$ cat config.mk
export PLATFORM = sky130hd
export DESIGN_NAME = pipe_stage_elastic
export DESIGN_NICKNAME = d
export VERILOG_FILES = /design/src/rtl/pipe_pkg.sv /design/src/rtl/pipe_skid_entry.sv /design/src/rtl/pipe_stage_elastic.sv
export SDC_FILE = /design/constraint.sdc
export NUM_CORES = 1
export LEC_CHECK = 0
export BUFFER_PORTS_ARGS = -buffer_cell sky130_fd_sc_hd__buf_2
export CAP_MARGIN = 20
export CORE_ASPECT_RATIO = 2
export CORE_UTILIZATION = 59
export CTS_CLUSTER_DIAMETER = 60
export CTS_CLUSTER_SIZE = 30
export DETAILED_ROUTE_END_ITERATION = 12
export HOLD_SLACK_MARGIN = 0.06
export PLACE_DENSITY = 0.9
export SLEW_MARGIN = 25
export SYNTH_ARGS = -nofsm -noshare
export SYNTH_HDL_FRONTEND = slang
export SYNTH_SLANG_ARGS = --single-unit
export TNS_END_PERCENT = 5
$ cat constraint.sdc
create_clock -name clk -period 14.7 [get_ports clk]
set_input_delay 2.94 -clock clk [delete_from_list [all_inputs] [get_ports clk]]
set_output_delay 2.94 -clock clk [all_outputs]
set_load 0.05 [all_outputs]
$ cat src/rtl/pipe_pkg.sv
// Shared definitions for the elastic inter-stage pipeline registers:
// stage-state encoding, payload widths and packed field offsets per boundary.
package pipe_pkg;

  typedef enum logic [1:0] {
    EMPTY = 2'd0,
    HALF  = 2'd1,
    FULL  = 2'd2
  } stage_st_e;

  localparam int ID_EX_W  = 160;
  localparam int EXE_MEM_W = 133;
  localparam int MEM_WB_W = 104;

  // EXE/MEM: pc | alu | store data | pc+4 | rd
  localparam int EM_PC_LSB   = 0;
  localparam int EM_ALU_LSB  = 32;
  localparam int EM_WD_LSB   = 64;
  localparam int EM_PC4_LSB  = 96;
  localparam int EM_RD_LSB   = 128;

  // MEM/WB: alu | load data | pc+4 | rd | ctrl
  localparam int MW_ALU_LSB  = 0;
  localparam int MW_RD_LSB   = 32;
  localparam int MW_PC4_LSB  = 64;
  localparam int MW_RDI_LSB  = 96;
  localparam int MW_CTRL_LSB = 101;

endpackage

$ cat src/rtl/pipe_skid_entry.sv
// One payload register of an elastic stage.
// Clear wins over load so a killed entry always reads as zero.
module pipe_skid_entry
  import pipe_pkg::*;
#(
  parameter int DATA_W = EXE_MEM_W
) (
  input  logic              clk,
  input  logic              clr,
  input  logic              ld,
  input  logic              zero,
  input  logic [DATA_W-1:0] d,
  output logic [DATA_W-1:0] q
);

  always_ff @(posedge clk or posedge clr) begin
    if (clr)       q <= '0;
    else if (zero) q <= '0;
    else if (ld)   q <= d;
  end

endmodule

$ cat src/rtl/pipe_stage_elastic.sv
// Elastic valid/ready stage register with flush and bubble zeroing.
// DEPTH=1 plain register, DEPTH=2 skid buffer; PIPE_STAGE_PERF_EN adds counters.
module pipe_stage_elastic
  import pipe_pkg::*;
#(
  parameter int DATA_W = EXE_MEM_W,
  parameter int DEPTH  = 2
) (
  input  logic              clk,
  input  logic              clr,
  input  logic              flush,
  input  logic              in_valid,
  output logic              in_ready,
  input  logic [DATA_W-1:0] in_data,
  output logic              out_valid,
  input  logic              out_ready,
  output logic [DATA_W-1:0] out_data,
  output logic [1:0]        count
`ifdef PIPE_STAGE_PERF_EN
  ,
  output logic [31:0]       perf_stall_cnt,
  output logic [31:0]       perf_flush_cnt
`endif
);

  logic              in_fire;
  logic              out_fire;
  logic [DATA_W-1:0] o_q;

  // flush kills both directions of transfer
  assign in_fire  = in_valid && in_ready && !flush;
  assign out_fire = out_valid && out_ready && !flush;
  assign out_data = out_valid ? o_q : '0;

  if (DEPTH == 1) begin : g_reg
    logic vld_q;

    pipe_skid_entry #(.DATA_W(DATA_W)) u_out (
      .clk  (clk),
      .clr  (clr),
      .ld   (in_fire),
      .zero (flush || (out_fire && !in_fire)),
      .d    (in_data),
      .q    (o_q)
    );

    always_ff @(posedge clk or posedge clr) begin
      if (clr)           vld_q <= 1'b0;
      else if (flush)    vld_q <= 1'b0;
      else if (in_fire)  vld_q <= 1'b1;
      else if (out_fire) vld_q <= 1'b0;
    end

    assign out_valid = vld_q;
    assign in_ready  = !vld_q || out_ready;
    assign count     = {1'b0, vld_q};

  end else if (DEPTH == 2) begin : g_skid
    stage_st_e         st_q;
    logic              rdy_q;
    logic              o_ld;
    logic              o_zero;
    logic              s_ld;
    logic              s_zero;
    logic [DATA_W-1:0] o_d;
    logic [DATA_W-1:0] s_q;

    always_comb begin
      o_ld   = 1'b0;
      o_zero = 1'b0;
      s_ld   = 1'b0;
      s_zero = 1'b0;
      o_d    = in_data;
      unique case (st_q)
        EMPTY: o_ld = in_fire;
        HALF: begin
          o_ld   = in_fire && out_fire;
          s_ld   = in_fire && !out_fire;
          o_zero = out_fire && !in_fire;
        end
        FULL: begin
          o_ld   = out_fire;
          o_d    = s_q;
          s_zero = out_fire;
        end
        default: ;
      endcase
      if (flush) begin
        o_zero = 1'b1;
        s_zero = 1'b1;
      end
    end

    pipe_skid_entry #(.DATA_W(DATA_W)) u_out (
      .clk  (clk),
      .clr  (clr),
      .ld   (o_ld),
      .zero (o_zero),
      .d    (o_d),
      .q    (o_q)
    );

    pipe_skid_entry #(.DATA_W(DATA_W)) u_skid (
      .clk  (clk),
      .clr  (clr),
      .ld   (s_ld),
      .zero (s_zero),
      .d    (in_data),
      .q    (s_q)
    );

    // in_ready comes straight from rdy_q, cutting the upstream ready path
    always_ff @(posedge clk or posedge clr) begin
      if (clr) begin
        st_q  <= EMPTY;
        rdy_q <= 1'b1;
      end else if (flush) begin
        st_q  <= EMPTY;
        rdy_q <= 1'b1;
      end else begin
        unique case (st_q)
          EMPTY: if (in_fire) st_q <= HALF;
          HALF: begin
            if (in_fire && !out_fire) begin
              st_q  <= FULL;
              rdy_q <= 1'b0;
            end else if (out_fire && !in_fire) begin
              st_q <= EMPTY;
            end
          end
          FULL: begin
            if (out_fire) begin
              st_q  <= HALF;
              rdy_q <= 1'b1;
            end
          end
          default: begin
            st_q  <= EMPTY;
            rdy_q <= 1'b1;
          end
        endcase
      end
    end

    assign out_valid = (st_q != EMPTY);
    assign in_ready  = rdy_q;
    assign count     = st_q;

  end else begin : g_bad
    $fatal(1, "pipe_stage_elastic: DEPTH must be 1 or 2");
  end

`ifdef PIPE_STAGE_PERF_EN
  always_ff @(posedge clk or posedge clr) begin
    if (clr) begin
      perf_stall_cnt <= '0;
      perf_flush_cnt <= '0;
    end else begin
      if (out_valid && !out_ready)  perf_stall_cnt <= perf_stall_cnt + 32'd1;
      if (flush && (count != 2'd0)) perf_flush_cnt <= perf_flush_cnt + 32'd1;
    end
  end
`endif

endmodule

Word-level counts from Yosys, hierarchy flattened
Cells that the tools add are included.

$add $sub $neg: 0. $mul: 0. Divide/modulo/power cells: 0. Magnitude comparators: 0. Equality and inequality tests: 7. Shift operators: 0. Muxes and demuxes: 22. Bitwise gates (word level): 0. Reductions and logical operators: 16.

Operators by type and width (count): two-way mux 133 bit (6); two-way mux 2 bit (5); inequality test 3 bit (second input constant) (3); two-way mux 1 bit (8); logical AND 1 bit (7); one-hot mux 1 bit (3 select lines) (2); one-hot mux 2 bit (3 select lines) (1); AND reduction 3 bit (2); nonzero test 2 bit (3); inequality test 4 bit (second input constant) (1); zero test 1 bit (3); == test 2 x 1 -> 1 bit (second input constant) (1); == test 2 bit (second input constant) (1); zero test 2 bit (1); inequality test 2 bit (second input constant) (1).

Register bits after elaboration: 269. Latch bits: 0. RAM bits: 0. ROM bits: 0. Bits of input ports: 138. Output and inout port bits: 137. Word-level logic and storage cells: 49. Memories kept: 0.

Depth between registers and ports, before layout
Depth in word-level cells: 8. Mapped depth: 7. Gate-level depth less buffers: 4.

By module
A second synthesis with hierarchy kept.

Cells, all modules: 1181. Area total of the unflattened synthesis: 13862.0 µm².

By module, submodules not included: pipe_skid_entry (times used 2, cells each 430, area an instance 5436.5 µm², sequential area each 3328.2 µm²); pipe_stage_elastic (times used 1, cells each 321, area an instance 2989.1 µm², sequential area each 76.3 µm²).

Worst setup path after synthesis
Ideal clock, no wire load.

Kind: register to output. From: reg g_skid.st_q[0] (netlist: count[0]). To: out out_data[123]. Arrival time: 2.226 ns. Data required time: 11.760 ns. Setup slack: 9.534 ns. Cell stages (with the launch flop): 5. Path buffers: 2. Path through: dfrtp_1 > or2_2 > clkbuf_1 > clkbuf_1 > and2_1.

Cells in the longest elaborated chain, start to end: 2.

Ends and longest elaborated chain: start: declaration (line pipe_stage_elastic.sv:59) `stage_st_e st_q;`; start signal: assignment (line pipe_stage_elastic.sv:115) `st_q <= EMPTY;`; start signal: assignment (line pipe_stage_elastic.sv:118) `st_q <= EMPTY;`; start signal: assignment (line pipe_stage_elastic.sv:122) `EMPTY: if (in_fire) st_q <= HALF;`; nonzero test 2 bit (line pipe_stage_elastic.sv:145) `assign out_valid = (st_q != EMPTY);`; net out_valid (line pipe_stage_elastic.sv:15) `output logic out_valid,`; two-way mux 133 bit (line pipe_stage_elastic.sv:33) `assign out_data = out_valid ? o_q : '0;`; end: declaration (line pipe_stage_elastic.sv:17) `output logic [DATA_W-1:0] out_data,`.

The timed path passes the listed nets, and every way through them passes these cells.

Worst setup path after layout
From: reg g_skid.st_q[1] (netlist: count[1]). To: out out_data[95].

Cells in the longest elaborated chain, start to end: 2.

Ends and longest elaborated chain (line): nonzero test 2 bit (pipe_stage_elastic.sv:145); two-way mux 133 bit (pipe_stage_elastic.sv:33).

No other way between the ends.

==> flow_summary.json <==
{
  "outcome": "complete, no violations",
  "fp.dieH_um": 206,
  "max_freq_mhz": 173,
  "layout_common_cells": "274 x buf_2, 268 x dfrtp_1, 134 x nor2_1",
  "die_w_um": 104,
  "final_nets": 1400,
  "maxCapViolations": 0,
  "combinationalPowerShare": 0.189,
  "seq_area_frac_synth": 0.549,
  "avgViaCountPerCell": 6.03,
  "grt_pass1_vias": 9424,
  "ys_seq_elements": 269,
  "seqPwrFrac": 0.534,
  "start_kind": "flop",
  "slowest_delay_ns": 0.65,
  "syn_nets": 1201,
  "vdd.ir_drop.worst_mv": 0.0819,
  "hold_viol": 0,
  "floorplan.initialDensity": 0.602,
  "p_int_mw": 1.06,
  "crit_fanout": 84,
  "cts_root_buf": "clkbuf_16",
  "cts_tree": "done",
  "power.density_mw_per_mm2": 108,
  "drc": 0,
  "p_leak_nw": 7.79,
  "switching_power_mw": 0.458,
  "slew-limit-headroom": 0.318,
  "hp-class": "flop to flop",
  "final_area_sq_mm": 0.0141,
  "worstMarginPinSlew_ns": 1.02,
  "rsz0062_at_grt": "false",
  "wl_per_cell_um": 19.4,
  "io-pin-count": 275,
  "ctsHtreeMaxLevel": 1,
  "drv_slew": 0,
  "cp_slowest_cell": "buf_4",
  "synth_area_leaders": "dfrtp_1 55%, mux2i_1 11%, a22o_1 9.5%",
  "place_area_sq_mm": 0.0136,
  "crit_type": "flop to output port",
  "postCtsHoldBufs": 0,
  "grt.overflow.total": 0,
  "tns_ns": 0,
  "cts_buffer_depth": 3,
  "routabilityCongestion": 0.823,
  "numCtsBuffers": 13,
  "ant_nets": 0,
  "area.growth.synth_to_final_pct": 14.6,
  "synth_cell_types": 29,
  "power_frac_clock": 0.277,
  "arrival_ns": 2.84,
  "crit_path_end_kind": "output port",
  "antenna_found_initial": 4,
  "clkSinkCount": 269,
  "grt_pass1_wl_um": 47700,
  "synth_area_sq_mm": 0.0123,
  "crit_chain": "or2_4, buf_4, and2_1, buf_2",
  "layout-drive-gt1-share": 0.254,
  "core_sq_mm": 0.0204,
  "synth_top_area_share": 0.547,
  "wirelength_um": 29800,
  "required_ns": 11.76,
  "swShare": 0.302,
  "final_common_cell": "buf_2",
  "syn-instance-count": 1063,
  "die_area_sq_mm": 0.0214,
  "clock_skew_ns": 0.0204,
  "rows": 74,
  "via_count": 9269,
  "yosysWarnings": 0,
  "cts-resized-gates": 0,
  "dpl.hpwl_um": 18200,
  "finalCritPeriodShare": 0.393,
  "io_buffer_count": 274,
  "grt_max_degree": 141,
  "clk_latency_ns": 0.48,
  "path_clk_slew_ns": 0.11,
  "period_needed_ns": 5.78,
  "drt-pass1-iter-count": 5,
  "cts_setup_buffers": 0,
  "drt_iter0_drc": 638,
  "setup_viol": 0,
  "syn_area_per_cell_sq_um": 11.5,
  "grtUsageTotal": 0.276,
  "synth_top_cell_by_area": "dfrtp_1"
}
[final timing paths]
path | startpoint | slack [ns] | end | cells after the start
worst max-delay path | count[1] | 8.92 | out_data[95] | 4
min in group asynchronous | clr | 2.58 | g_skid.u_skid.q[91] | 2
worst min-delay path | g_skid.u_skid.q[57] | 0.51 | g_skid.u_skid.q[57] | 1
max in group asynchronous | clr | 10.92 | g_skid.u_out.q[70] | 3
worst min register to register | g_skid.u_skid.q[57] | 0.51 | g_skid.u_skid.q[57] | 1
worst max register to register | count[1] | 11.87 | g_skid.u_skid.q[74] | 6
[metal layers]
layer / share of wire / wire (um) / global-route usage
met5: 0 / 0 / 0
met4: 0.052 / 1550 / 0.161
met3: 0.050 / 1480 / 0.0375
met2: 0.50 / 14800 / 0.464
met1: 0.40 / 11900 / 0.343
[sequential cells by signal, summed over array words and instances (netlist names)]
register,cells
count,2
g_skid.u_out.q,133
in_ready,1
g_skid.u_skid.q,133
[power groups by stage]
stage	clock network (mW)	registers (mW)	logic (mW)
floorplan	0	0.818	0.211
global placement	0	0.821	0.278
detailed placement	0	0.823	0.285
CTS	0.429	0.809	0.286
global route	0.453	0.815	0.310
finish	0.420	0.809	0.286
[per-stage QoR]
| stage | cells | hold slack [ns] | power [mW] | util | setup slack (ns) |
|---|---|---|---|---|---|
| after global routing | 1536 | 0.521 | 1.58 | 0.690 | 8.78 |
| final | 1538 | 0.509 | 1.52 | 0.690 | 8.92 |
| after CTS | 1531 | 0.513 | 1.52 | 0.687 | 8.93 |
| after floorplan | 1063 | 0.465 | 1.03 | - | 4.35 |
| after detailed placement | 1512 | 0.481 | 1.11 | 0.668 | 9.16 |
| after global placement | 1512 | 0.481 | 1.10 | 0.668 | 9.36 |
[layout make-up]
cell class / instances / area, sq um
Antenna cell: 6 / 15.0
Clock buffer: 13 / 325
Clock inverter: 6 / 70.1
Fill cell: 1554 / 6310
Inverter: 2 / 20.0
Multi-Input combinational cell: 688 / 5060
Sequential cell: 269 / 6730
Tap cell: 266 / 333
Timing Repair Buffer: 288 / 1500
[cells in the mapped netlist (all sizes together)]
library cell	n
mux2i	133
clkbuf	38
nand4b	1
mux2	1
nand4bb	1
a22o	133
buf	66
inv	2
nor2	134
o21bai	1
nor3	3
nand3b	1
a41o	1
nor2b	1
nand2	3
a211oi	134
a31oi	2
a21oi	1
nand2b	2
dfrtp	268
and2	133
nor4	1
or2	2
dfstp	1
[worst max-delay path, delay by kind of cell (launching register included)]
| kind | cells | cell delay, ns |
|---|---|---|
| AND/OR/NAND/NOR | 2 | 0.77 |
| buffers and inverters | 2 | 0.93 |
| flip-flops | 1 | 0.54 |
[cell families (layout without fill, tap and decap cells)]
group | Yosys count | count (layout) | synth area share
mux | 134 | 134 | 0.109
compound gates | 272 | 272 | 0.183
flops | 269 | 269 | 0.549
other cells | 0 | 6 | 0
simple gates | 282 | 282 | 0.117
buf+inv | 106 | 309 | 0.0413
Power figures use the tool's default switching activity.
